**config.mk**
```make
export PLATFORM = sky130hd
export DESIGN_NAME = alu_share_arbiter_flat
export DESIGN_NICKNAME = d
export VERILOG_FILES = /design/src/rtl/alu_pkg.sv /design/src/rtl/alu_share_arbiter_if.sv /design/src/rtl/rsp_buf1.sv /design/src/rtl/alu_share_arbiter.sv /design/src/flat_wrapper.sv
export SDC_FILE = /design/constraint.sdc
export NUM_CORES = 1
export LEC_CHECK = 0
export CAP_MARGIN = 20
export CORE_ASPECT_RATIO = 0.75
export CORE_MARGIN = 3
export CORE_UTILIZATION = 40
export CTS_CLUSTER_SIZE = 16
export DETAILED_ROUTE_END_ITERATION = 6
export GPL_ROUTABILITY_DRIVEN = 0
export MAX_ROUTING_LAYER = met4
export PLACE_DENSITY = 0.8
export RECOVER_POWER = 50
export SLEW_MARGIN = 20
export SYNTH_ARGS = -nofsm -noshare
export SYNTH_HDL_FRONTEND = slang
export SYNTH_HIERARCHICAL = 1
export SYNTH_SLANG_ARGS = --single-unit
```
**constraint.sdc**
```tcl
create_clock -name i_clk -period 2.3 [get_ports i_clk]
set_input_delay 0.46 -clock i_clk [delete_from_list [all_inputs] [get_ports i_clk]]
set_output_delay 0.46 -clock i_clk [all_outputs]
set_load 0.005 [all_outputs]
```
**src/rtl/alu_pkg.sv**
```systemverilog
// Shared types and opcode constants for the ALU sharing arbiter.
// Opcodes are listed for reference only; the arbiter forwards them untouched.
package alu_pkg;

    localparam logic [3:0] ALU_XOR  = 4'b0000;
    localparam logic [3:0] ALU_ADD  = 4'b0001;
    localparam logic [3:0] ALU_SUB  = 4'b0010;
    localparam logic [3:0] ALU_MOV  = 4'b1000;
    localparam logic [3:0] ALU_SHF  = 4'b1001;
    localparam logic [3:0] ALU_ADDI = 4'b1010;
    localparam logic [3:0] ALU_SUBI = 4'b1011;

    typedef struct packed {
        logic sco;
        logic jen;
        logic par;
        logic zero;
    } alu_flags_t;

    typedef enum logic {
        IDLE = 1'b0,
        EXEC = 1'b1
    } arb_state_t;

endpackage

```
**src/rtl/alu_share_arbiter_if.sv**
```systemverilog
// One requester channel: valid/ready request plus valid/ready response drain.
// The master side is the requester, the slave side is the arbiter.
interface alu_share_arbiter_if
    import alu_pkg::*;
#(
    parameter int W = 8
)
();
    logic         req_valid;
    logic         req_ready;
    logic [3:0]   req_op;
    logic [2:0]   req_imm;
    logic [W-1:0] req_a;
    logic [W-1:0] req_b;
    logic         rsp_valid;
    logic         rsp_ready;
    logic [W-1:0] rsp_rslt;
    alu_flags_t   rsp_flags;

    modport master (
        output req_valid, req_op, req_imm, req_a, req_b, rsp_ready,
        input  req_ready, rsp_valid, rsp_rslt, rsp_flags
    );

    modport slave (
        input  req_valid, req_op, req_imm, req_a, req_b, rsp_ready,
        output req_ready, rsp_valid, rsp_rslt, rsp_flags
    );
endinterface

```
**src/rtl/rsp_buf1.sv**
```systemverilog
// One-deep response register; a load on the same edge as a drain wins,
// so the new result is never lost.
module rsp_buf1
    import alu_pkg::*;
#(
    parameter int W = 8
)
(
    input  logic         i_clk,
    input  logic         i_rst,
    input  logic         i_load,
    input  logic [W-1:0] i_rslt,
    input  alu_flags_t   i_flags,
    input  logic         i_ready,
    output logic         o_valid,
    output logic [W-1:0] o_rslt,
    output alu_flags_t   o_flags
);
    logic         r_valid;
    logic [W-1:0] r_rslt;
    alu_flags_t   r_flags;

    always_ff @(posedge i_clk or posedge i_rst) begin
        if (i_rst) begin
            r_valid <= 1'b0;
            r_rslt  <= '0;
            r_flags <= '0;
        end else if (i_load) begin
            r_valid <= 1'b1;
            r_rslt  <= i_rslt;
            r_flags <= i_flags;
        end else if (r_valid && i_ready) begin
            r_valid <= 1'b0;
        end
    end

    assign o_valid = r_valid;
    assign o_rslt  = r_rslt;
    assign o_flags = r_flags;
endmodule

```
**src/rtl/alu_share_arbiter.sv**
```systemverilog
// Round-robin sharing of one combinational ALU between two requesters,
// one operation in flight, registered operands and per-port result buffers.
module alu_share_arbiter
    import alu_pkg::*;
#(
    parameter int W           = 8,
    parameter int PRIO0_FIRST = 1
)
(
    input  logic                 i_clk,
    input  logic                 i_rst,
    alu_share_arbiter_if.slave   p_port0,
    alu_share_arbiter_if.slave   p_port1,
    output logic [3:0]           o_alu_op,
    output logic [2:0]           o_alu_imm,
    output logic [W-1:0]         o_alu_dat_a,
    output logic [W-1:0]         o_alu_dat_b,
    input  logic [W-1:0]         i_alu_rslt,
    input  logic                 i_alu_zero,
    input  logic                 i_alu_par,
    input  logic                 i_alu_jen,
    input  logic                 i_alu_sco,
    output logic                 o_busy
);
    arb_state_t   r_state;
    arb_state_t   w_state_nxt;
    logic         r_last;
    logic         r_owner;
    logic         w_elig0;
    logic         w_elig1;
    logic         w_grant_vld;
    logic         w_grant;
    logic         w_cap0;
    logic         w_cap1;
    alu_flags_t   w_alu_flags;

    // A full buffer still counts as free when it is being drained this cycle.
    assign w_elig0 = p_port0.req_valid && (!p_port0.rsp_valid || p_port0.rsp_ready);
    assign w_elig1 = p_port1.req_valid && (!p_port1.rsp_valid || p_port1.rsp_ready);

    always_comb begin
        w_state_nxt = r_state;
        w_grant_vld = 1'b0;
        w_grant     = 1'b0;
        case (r_state)
            IDLE: begin
                if (w_elig0 && w_elig1) begin
                    w_grant_vld = 1'b1;
                    w_grant     = ~r_last;
                end else if (w_elig0) begin
                    w_grant_vld = 1'b1;
                    w_grant     = 1'b0;
                end else if (w_elig1) begin
                    w_grant_vld = 1'b1;
                    w_grant     = 1'b1;
                end
                if (w_grant_vld) begin
                    w_state_nxt = EXEC;
                end
            end
            EXEC: begin
                w_state_nxt = IDLE;
            end
            default: begin
                w_state_nxt = IDLE;
            end
        endcase
    end

    assign p_port0.req_ready = w_grant_vld && !w_grant;
    assign p_port1.req_ready = w_grant_vld &&  w_grant;

    always_ff @(posedge i_clk or posedge i_rst) begin
        if (i_rst) begin
            r_state     <= IDLE;
            r_last      <= (PRIO0_FIRST != 0);
            r_owner     <= 1'b0;
            o_alu_op    <= '0;
            o_alu_imm   <= '0;
            o_alu_dat_a <= '0;
            o_alu_dat_b <= '0;
        end else begin
            r_state <= w_state_nxt;
            if (w_grant_vld) begin
                r_owner     <= w_grant;
                r_last      <= w_grant;
                o_alu_op    <= w_grant ? p_port1.req_op  : p_port0.req_op;
                o_alu_imm   <= w_grant ? p_port1.req_imm : p_port0.req_imm;
                o_alu_dat_a <= w_grant ? p_port1.req_a   : p_port0.req_a;
                o_alu_dat_b <= w_grant ? p_port1.req_b   : p_port0.req_b;
            end
        end
    end

    assign o_busy      = (r_state == EXEC);
    assign w_cap0      = (r_state == EXEC) && !r_owner;
    assign w_cap1      = (r_state == EXEC) &&  r_owner;
    assign w_alu_flags = {i_alu_sco, i_alu_jen, i_alu_par, i_alu_zero};

    rsp_buf1 #(.W(W)) u_rsp0 (
        .i_clk   (i_clk),
        .i_rst   (i_rst),
        .i_load  (w_cap0),
        .i_rslt  (i_alu_rslt),
        .i_flags (w_alu_flags),
        .i_ready (p_port0.rsp_ready),
        .o_valid (p_port0.rsp_valid),
        .o_rslt  (p_port0.rsp_rslt),
        .o_flags (p_port0.rsp_flags)
    );

    rsp_buf1 #(.W(W)) u_rsp1 (
        .i_clk   (i_clk),
        .i_rst   (i_rst),
        .i_load  (w_cap1),
        .i_rslt  (i_alu_rslt),
        .i_flags (w_alu_flags),
        .i_ready (p_port1.rsp_ready),
        .o_valid (p_port1.rsp_valid),
        .o_rslt  (p_port1.rsp_rslt),
        .o_flags (p_port1.rsp_flags)
    );
endmodule

```
**src/flat_wrapper.sv**
```systemverilog
// flat-port wrapper written by rule: the top's interface ports become plain ports
module alu_share_arbiter_flat import alu_pkg::*;
#(
    parameter int W           = 8,
    parameter int PRIO0_FIRST = 1
)
  (i_clk, i_rst, o_alu_op, o_alu_imm, o_alu_dat_a, o_alu_dat_b, i_alu_rslt, i_alu_zero, i_alu_par, i_alu_jen, i_alu_sco, o_busy, p_port0_req_valid, p_port0_req_op, p_port0_req_imm, p_port0_req_a, p_port0_req_b, p_port0_rsp_ready, p_port0_req_ready, p_port0_rsp_valid, p_port0_rsp_rslt, p_port0_rsp_flags, p_port1_req_valid, p_port1_req_op, p_port1_req_imm, p_port1_req_a, p_port1_req_b, p_port1_rsp_ready, p_port1_req_ready, p_port1_rsp_valid, p_port1_rsp_rslt, p_port1_rsp_flags);
  alu_share_arbiter_if #(.W(W)) p_port0_i ();
  alu_share_arbiter_if #(.W(W)) p_port1_i ();
  input  logic i_clk;
  input  logic i_rst;
  output logic [3:0] o_alu_op;
  output logic [2:0] o_alu_imm;
  output logic [W-1:0] o_alu_dat_a;
  output logic [W-1:0] o_alu_dat_b;
  input  logic [W-1:0] i_alu_rslt;
  input  logic i_alu_zero;
  input  logic i_alu_par;
  input  logic i_alu_jen;
  input  logic i_alu_sco;
  output logic o_busy;
  input wire logic [$bits(p_port0_i.req_valid)-1:0] p_port0_req_valid;
  input wire logic [$bits(p_port0_i.req_op)-1:0] p_port0_req_op;
  input wire logic [$bits(p_port0_i.req_imm)-1:0] p_port0_req_imm;
  input wire logic [$bits(p_port0_i.req_a)-1:0] p_port0_req_a;
  input wire logic [$bits(p_port0_i.req_b)-1:0] p_port0_req_b;
  input wire logic [$bits(p_port0_i.rsp_ready)-1:0] p_port0_rsp_ready;
  output wire logic [$bits(p_port0_i.req_ready)-1:0] p_port0_req_ready;
  output wire logic [$bits(p_port0_i.rsp_valid)-1:0] p_port0_rsp_valid;
  output wire logic [$bits(p_port0_i.rsp_rslt)-1:0] p_port0_rsp_rslt;
  output wire logic [$bits(p_port0_i.rsp_flags)-1:0] p_port0_rsp_flags;
  input wire logic [$bits(p_port1_i.req_valid)-1:0] p_port1_req_valid;
  input wire logic [$bits(p_port1_i.req_op)-1:0] p_port1_req_op;
  input wire logic [$bits(p_port1_i.req_imm)-1:0] p_port1_req_imm;
  input wire logic [$bits(p_port1_i.req_a)-1:0] p_port1_req_a;
  input wire logic [$bits(p_port1_i.req_b)-1:0] p_port1_req_b;
  input wire logic [$bits(p_port1_i.rsp_ready)-1:0] p_port1_rsp_ready;
  output wire logic [$bits(p_port1_i.req_ready)-1:0] p_port1_req_ready;
  output wire logic [$bits(p_port1_i.rsp_valid)-1:0] p_port1_rsp_valid;
  output wire logic [$bits(p_port1_i.rsp_rslt)-1:0] p_port1_rsp_rslt;
  output wire logic [$bits(p_port1_i.rsp_flags)-1:0] p_port1_rsp_flags;
  assign p_port0_i.req_valid = p_port0_req_valid;
  assign p_port0_i.req_op = p_port0_req_op;
  assign p_port0_i.req_imm = p_port0_req_imm;
  assign p_port0_i.req_a = p_port0_req_a;
  assign p_port0_i.req_b = p_port0_req_b;
  assign p_port0_i.rsp_ready = p_port0_rsp_ready;
  assign p_port0_req_ready = p_port0_i.req_ready;
  assign p_port0_rsp_valid = p_port0_i.rsp_valid;
  assign p_port0_rsp_rslt = p_port0_i.rsp_rslt;
  assign p_port0_rsp_flags = p_port0_i.rsp_flags;
  assign p_port1_i.req_valid = p_port1_req_valid;
  assign p_port1_i.req_op = p_port1_req_op;
  assign p_port1_i.req_imm = p_port1_req_imm;
  assign p_port1_i.req_a = p_port1_req_a;
  assign p_port1_i.req_b = p_port1_req_b;
  assign p_port1_i.rsp_ready = p_port1_rsp_ready;
  assign p_port1_req_ready = p_port1_i.req_ready;
  assign p_port1_rsp_valid = p_port1_i.rsp_valid;
  assign p_port1_rsp_rslt = p_port1_i.rsp_rslt;
  assign p_port1_rsp_flags = p_port1_i.rsp_flags;
  alu_share_arbiter #(.W(W), .PRIO0_FIRST(PRIO0_FIRST)) u_core (.i_clk(i_clk), .i_rst(i_rst), .p_port0(p_port0_i), .p_port1(p_port1_i), .o_alu_op(o_alu_op), .o_alu_imm(o_alu_imm), .o_alu_dat_a(o_alu_dat_a), .o_alu_dat_b(o_alu_dat_b), .i_alu_rslt(i_alu_rslt), .i_alu_zero(i_alu_zero), .i_alu_par(i_alu_par), .i_alu_jen(i_alu_jen), .i_alu_sco(i_alu_sco), .o_busy(o_busy));
endmodule
```
Yosys cells after proc, flatten, opt, wreduce, memory -nomap -nowiden --
Index checks and enable logic that the tools add are counted.
Storage, ports and cells: logic and storage cells 56, input port bits 64, output and inout bits 52, register bits 52
Operators by class: reductions and logical operators 17, bitwise logic cells 2, multiplexer cells 18
Operators by type and width (count):
- two-way mux 8 bit | 2
- two-way mux 1 bit | 13
- logical AND 1 bit | 9
- zero test 1 bit | 4
- two-way mux 4 bit | 1
- nonzero test 2 bit | 2
- two-way mux 3 bit | 1
- logical OR 1 bit | 2
- NOT 1 bit | 2
- one-hot mux 1 bit (2 select lines) | 1

Logic depth before layout (Yosys ltp) --
Gate-level depths: netlist of the first run.
word-level depth 9, depth in mapped cells 6, gate-level depth less buffers 4

By module --
Netlist of the first run, hierarchy kept.
Modules (own cells, without submodules):
- alu_share_arbiter | instances 1, area each 1251.2 um2, cells each 101, seq. area each 651.9 um2
- rsp_buf1 | instances 2, area each 521.8 um2, cells each 29, seq. area each 325.3 um2

Least setup slack after synthesis of the first run --
OpenSTA, ideal clock, no wires.
kind input to output, from input port p_port1_req_valid, to output port p_port1_req_ready, arrival time 1486 ps, stages on the path 6, buffers on the path 2, slack 354 ps, cell sequence inv_1 > or3_1 > buf_6 > buf_2 > or2_2 > inv_1
On the way: longest elaborated chain between the ends 7
RTL lines:
- start, declared | line flat_wrapper.sv:32 | input wire logic [$bits(p_port1_i.req_valid)-1:0] p_port1_req_valid;
- logical AND 1 bit * | line alu_share_arbiter.sv:39 | assign w_elig1 = p_port1.req_valid && (!p_port1.rsp_valid || p_port1.rsp_ready);
- two-way mux 1 bit | line alu_share_arbiter.sv:53 | end else if (w_elig1) begin
- two-way mux 1 bit | line alu_share_arbiter.sv:50 | end else if (w_elig0) begin
- two-way mux 1 bit | line alu_share_arbiter.sv:47 | if (w_elig0 && w_elig1) begin
- two-way mux 1 bit (2 in series) | line alu_share_arbiter.sv:45 | case (r_state)
- logical AND 1 bit * | line alu_share_arbiter.sv:71 | assign p_port1.req_ready = w_grant_vld && w_grant;
- end, declared | line flat_wrapper.sv:38 | output wire logic [$bits(p_port1_i.req_ready)-1:0] p_port1_req_ready;
Mark *: on every way between the ends. The rest lies on a longest branch, timed or not. The select of a mux whose other input is x is not followed.

Final worst setup path of the first run --
Same ends and word-level chain as after synthesis.

==> results.yml, run 1 <==
run_status:
  status: "complete, no violations"
setup_path:
  crit_path_top_delay_cell: "clkdlybuf4s50_1"
  cpMostUsedCell: "inv_1"
  reg2reg_slack_ns: 0.40
  reg2reg_from: "u_core/o_busy$_DFF_PP0_"
  startpoint: "p_port1_req_valid"
  required_ns: 1.84
  endpoint: "p_port1_req_ready"
  crit_path_end_kind: "primary output"
  cp_max_fo: 3
  cpPeakStageDelay_ns: 0.46
  critical_path_class: "in2out"
  reg2reg_depth: 4
  path_cells: "clkdlybuf4s50_1, inv_1, or3_4, or2_4, inv_1, buf_2"
  rr_endpoint: "u_core/u_rsp0/o_rslt[0]$_DFFE_PP0P_"
  arrival_ns: 1.80
  worstSetupStartpointType: "input pin"
grt:
  grt_use_total_pct: 19.5
  antenna_found_initial: 0
  grt_pass1_wl_mm: 9.87
  overflow: 0
  grt_pass1_vias: 1979
  grt_max_degree: 27
synth:
  synth_flop_cell: "dfrtp_1"
  postSynthCellCount: 159
  synth_edf_count: 0
  avgSynthCellArea_sq_um: 14.4
  synth_cell_type_count: 23
  synth.area.top_cells: "dfrtp_1, mux2_4, o32a_1"
  seq_area_frac_synth_pct: 56.8
  synth_nets: 223
  syn_area_sq_mm: 0.00229
  yosys_warnings: 6
  yosysMostFrequentCell: "dfrtp_1"
  async_flop_share_pct: 100
  ys_ff_latch: 52
  synthTopCellsByCount: "dfrtp_1, o21a_1, o32a_1"
  synth_top_area_share_pct: 55.6
  synth.largest_area_cell: "dfrtp_1"
die:
  dieArea_sq_mm: 0.00669
  start_util_pct: 42.2
  core_region_area_sq_mm: 0.00544
  rows: 23
  fp.dieW_um: 93.5
  io_pins: 116
  die_h_um: 71.6
sta:
  tns_ns: 0
  report.final.slew_viol_count: 0
  fin_crit_sh_pct: 98.1
  rsz0062_at_grt: "no"
  slew_headroom_pct: 5.34
  worst-slew-pin-transition_ns: 1.42
  period_minus_slack_ns: 2.26
  finalHoldViolCount: 0
  timing.fmax_mhz: 443
  final-setup-viol-count: 0
  fin_skew_ns: 0.00655
hold_path:
  hold_class: "reg2reg"
  min-delay-start: "u_core/r_last$_DFFE_PP1N_"
routing:
  drc: 0
  top_layer: "met4"
  wire_per_inst_um: 17.2
  routed_via_density: 5.03
  vias: 1817
  ant_nets: 0
  drt_iter0_markers: 71
  dr_wl_met2_mm: 3.14
  firstDrtPassIters: 4
  routedLengthMet1_mm: 2.67
  finalWirelength_mm: 6.19
  met3_length_um: 326
pwr:
  max-vdd-ir-drop_v: 0.000673
  p_leak_nw: 1.44
  p_seq_share_pct: 37.1
  powerDensity_mw_per_mm2: 1220
  switchingPower_mw: 1.33
  finalPower_mw: 4.39
  p_sw_share_pct: 30.4
  clkPwrFrac_pct: 11.8
  internal_power_mw: 3.05
  comb_power_share_pct: 51.1
clocking:
  htreeDepth: 2
  cts-root-buf: "clkbuf_8"
  clockBufferDepth: 2
  clk_latency_ns: 0.30
  cts_tree: "done"
  cts_buffers: 5
  path_clk_slew_ns: 0.09
  cts.sinks: 52
layout:
  fin_cells: 361
  utilization_pct: 66.1
  antenna_cells: 0
  layout.nets: 349
  area_growth_pct: 56.7
  nFillCells: 436
  layout-drive-gt1-share_pct: 12.2
job:
  maxCapViolations: 0
place:
  io_buffers: 115
  place_hpwl_mm: 4.65
  place_inst: 352
## kinds of logic after synthesis
logic type | count (synthesis) | share of synthesized area, %
DFF | 52 | 56.8
AOI/OAI and AO/OA | 51 | 19.5
muxes | 25 | 15.7
and+or+nand+nor | 10 | 2.84
buffers and inverters | 21 | 5.23
## critical path: cells and delay by family
kind          cells  cell delay (ns)
simple gates      2             0.67
buf+inv           4             0.67
## final cells by class
type | count | area, sq um | share of cell area, %
Multi-Input combinational cell | 86 | 823 | 22.9
Timing Repair Buffer | 130 | 1250 | 34.8
Sequential cell | 52 | 1300 | 36.2
Clock buffer | 6 | 72.6 | 2.02
Tap cell | 75 | 93.8 | 2.61
Inverter | 10 | 37.5 | 1.04
Clock inverter | 2 | 16.3 | 0.452
## state kept, by name (all words and copies together), names as in the netlist, 3 cells and up
register and flops:
u_core/u_rsp0/o_rslt 8, u_core/o_alu_dat_a 8, u_core/o_alu_imm 3, u_core/o_alu_op 4, u_core/u_rsp1/o_rslt 8, u_core/o_alu_dat_b 8
u_core/u_rsp0/o_flags 4, u_core/u_rsp1/o_flags 4
## metal layers
| layer | up-vias | GRT usage [%] |
|---|---|---|
| met4 | 0 | 4.39 |
| met5 | - | - |
| met3 | 6 | 3.67 |
| met1 | 898 | 25.0 |
| li1 | 847 | - |
| met2 | 66 | 32.4 |
## cell usage in the layout, fill, tap and decap left out
| cell type | count |
|---|---|
| clkinvlp_4 | 1 |
| mux2_2 | 6 |
| a21o_2 | 2 |
| dlygate4sd2_1 | 1 |
| clkbuf_1 | 5 |
| clkbuf_8 | 5 |
| o32a_1 | 23 |
| nor2b_1 | 2 |
| nor2_1 | 1 |
| or3_4 | 1 |
| nand2_1 | 1 |
| dfstp_2 | 1 |
| inv_1 | 10 |
| or2_4 | 1 |
| mux2_1 | 18 |
| nor2_2 | 1 |
| o21a_1 | 23 |
| buf_12 | 1 |
| buf_4 | 10 |
| mux2i_4 | 1 |
| nor2b_4 | 1 |
| nand2b_1 | 1 |
| dfrtp_1 | 51 |
| dlygate4sd3_1 | 1 |
| and2_1 | 1 |
| clkdlybuf4s50_1 | 111 |
| o32ai_4 | 1 |
| clkinv_4 | 1 |
| o21ai_0 | 2 |
| buf_2 | 2 |
## worst min-delay path by stage
| stage | endpoint | slack, ns | depth (start not counted) |
|---|---|---|---|
| after floorplan | u_core/u_rsp0/o_flags[0]$_DFFE_PP0P_ | 0.34 | 1 |
| after detailed placement | u_core/r_last$_DFFE_PP1N_ | 0.47 | 2 |
| after CTS | u_core/r_last$_DFFE_PP1N_ | 0.49 | 2 |
| final | u_core/r_last$_DFFE_PP1N_ | 0.49 | 2 |
| after global routing | u_core/r_last$_DFFE_PP1N_ | 0.52 | 2 |
| after global placement | u_core/r_last$_DFFE_PP1N_ | 0.47 | 2 |
## power groups by stage
stage | sequential (mW) | clock [mW] | combinational (mW)
after floorplan | 1.67 | 0 | 1.14
after global placement | 1.63 | 0 | 2.42
after detailed placement | 1.66 | 0 | 2.47
after CTS | 1.64 | 0.540 | 2.48
after global routing | 1.69 | 0.564 | 2.43
final | 1.63 | 0.515 | 2.24
## per-stage QoR
step                      hold WS, ns  cell area, sq um  setup WS [ns]
after floorplan                 0.337              2290          0.354
after global placement          0.475              3590         -0.516
after detailed placement        0.474              3590         -0.554
after CTS                       0.492              3680         0.0179
after global routing            0.524              3600        0.00694
final                           0.491              3600         0.0448
## timing repair
item	4_1_cts	5_1_grt
gates resized for setup	11	0
endpoints found under the setup margin	2	1
pin swaps	2	1
hold buffers	0	0
setup buffers	1	0
No activity file was read; power rests on OpenSTA's default activity.
==> inputs of run 2 (changes only) <==
--- a/config.mk
+++ b/config.mk
@@ -5,7 +5,7 @@
 export SDC_FILE = /design/constraint.sdc
 export NUM_CORES = 1
 export LEC_CHECK = 0
-export CAP_MARGIN = 20
+export CAP_MARGIN = 10
 export CORE_ASPECT_RATIO = 0.75
 export CORE_MARGIN = 3
 export CORE_UTILIZATION = 40
==> constraint.sdc (replaced) <==
create_clock -name i_clk -period 2.3 [get_ports i_clk]
set_input_delay 0.46 -clock i_clk [delete_from_list [all_inputs] [get_ports i_clk]]
set_output_delay 0.46 -clock i_clk [all_outputs]
set_load 0.02 [all_outputs]
==> results.yml, run 2 (synthesis results as in run 1) <==
sta:
  finalHoldViolCount: 0
  final-setup-viol-count: 0
  fin_skew_ns: 0.00544
  report.final.slew_viol_count: 0
  whs_ns: 0.499
  period_minus_slack_ns: 2.15
  worst-slew-pin-transition_ns: 1.39
  fin_crit_sh_pct: 93.4
  worst_slack_ns: 0.152
  timing.fmax_mhz: 465
  rsz0062_at_grt: "no"
  slew_headroom_pct: 7.16
pwr:
  max-vdd-ir-drop_v: 0.000715
  powerDensity_mw_per_mm2: 1370
  finalPower_mw: 4.94
  p_leak_nw: 1.45
routing:
  finalWirelength_mm: 6.02
  wire_per_inst_um: 16.7
  firstDrtPassIters: 4
  routed_via_density: 4.97
  drt_iter0_markers: 70
  ant_nets: 0
  drc: 0
  vias: 1794
place:
  io_buffers: 115
  place_hpwl_mm: 4.44
  pre_cts_ws_ns: -0.641
  place_inst: 352
clocking:
  clockBufferDepth: 2
  cts-root-buf: "clkbuf_8"
  cts_tree: "done"
  path_clk_slew_ns: 0.09
  holdBufCountCts: 0
  htreeDepth: 2
  clk_latency_ns: 0.29
  cts.sinks: 52
  cts_buffers: 5
run_status:
  status: "complete, no violations"
hold_path:
  holdPathStages: 2
  holdPathEnd: "u_core/r_last$_DFFE_PP1N_"
  hold_class: "reg2reg"
  min-delay-start: "u_core/r_last$_DFFE_PP1N_"
die:
  start_util_pct: 42.2
  rows: 23
  io_pins: 116
  dieArea_sq_mm: 0.00669
  fp.dieW_um: 93.5
  die_h_um: 71.6
  core_region_area_sq_mm: 0.00544
setup_path:
  cpPeakStageDelay_ns: 0.43
  reg2reg_slack_ns: 0.34
  crit_path_end_kind: "primary output"
  required_ns: 1.84
  arrival_ns: 1.69
  rr_endpoint: "u_core/u_rsp0/o_flags[1]$_DFFE_PP0P_"
  reg2reg_depth: 4
  startpoint: "p_port0_rsp_ready"
  reg2reg_from: "u_core/o_busy$_DFF_PP0_"
  cp_max_fo: 2
  path_cells: "clkdlybuf4s50_1, nor2b_1, buf_4, nor2_1, mux2i_4, inv_1, buf_2"
  crit_path_top_delay_cell: "clkdlybuf4s50_1"
  critical_path_class: "in2out"
  worstSetupStartpointType: "input pin"
layout:
  mostFrequentLayoutCell: "clkdlybuf4s50_1"
  utilization_pct: 66.4
  antenna_cells: 0
  final_cell_mix: "clkdlybuf4s50_1, dfrtp_1, o32a_1, o21a_1, mux2_1"
  layout.nets: 349
  area_growth_pct: 57.5
  fin_cells: 361
  layout-drive-gt1-share_pct: 12.9
grt:
  antenna_found_initial: 0
  grt_max_degree: 27
  grt_pass1_vias: 1813
  overflow: 0
  grt_pass1_wl_mm: 9.47
  grt_use_total_pct: 18.9
job:
  maxCapViolations: 0
## run 2: per-layer routing
metal / global-route usage (%) / vias to the layer above / share of wire, %
met1: 25.3 / 887 / 45
met5: - / - / 0
met4: 4.55 / 0 / 1.1
li1: - / 841 / -
met3: 3.46 / 6 / 5.7
met2: 30.1 / 60 / 48
## run 2: area by class of cell
class | instances | area (sq um)
fill | 420 | 1830
sequential | 52 | 1300
timing repair buffer | 130 | 1260
multi-input combinational | 86 | 823
tap | 75 | 93.8
clock buffer | 6 | 82.6
inverter | 10 | 37.5
clock inverter | 2 | 15.0
## run 2: report_power, final
| part | switching [mW] | internal (mW) |
|---|---|---|
| clock network | 0.286 | 0.244 |
| logic | 1.32 | 1.47 |
| registers | 0.244 | 1.38 |
## run 2: critical path, delay by kind of cell
family        cells  cell delay, ns
buf+inv           4            0.81
mux               1            0.14
simple gates      2            0.28
## run 2: timing repair
item                                    CTS  global route
resized for setup                        12             3
pin swaps                                 0             2
hold endpoints to repair                  0             0
buffers inserted                          0             1
endpoints found under the setup margin    2             1
## run 2: worst max path at each step
stage	end	cells after the start	slack (ns)
detailed placement	p_port1_req_ready	6	-0.64
floorplan	p_port1_req_ready	6	0.20
global route	u_core/o_alu_dat_a[6]$_DFFE_PP0N_	3	0.07
global placement	p_port1_req_ready	6	-0.62
finish	p_port0_req_ready	7	0.15
CTS	p_port1_req_ready	6	0.03
## run 2: through the flow
| stage | setup TNS, ns | instance area (sq um) |
|---|---|---|
| after global placement | -1.13 | 3590 |
| after global routing | 0 | 3610 |
| after detailed placement | -1.18 | 3590 |
| final | 0 | 3610 |
| after CTS | 0 | 3680 |
| after floorplan | 0 | 2290 |
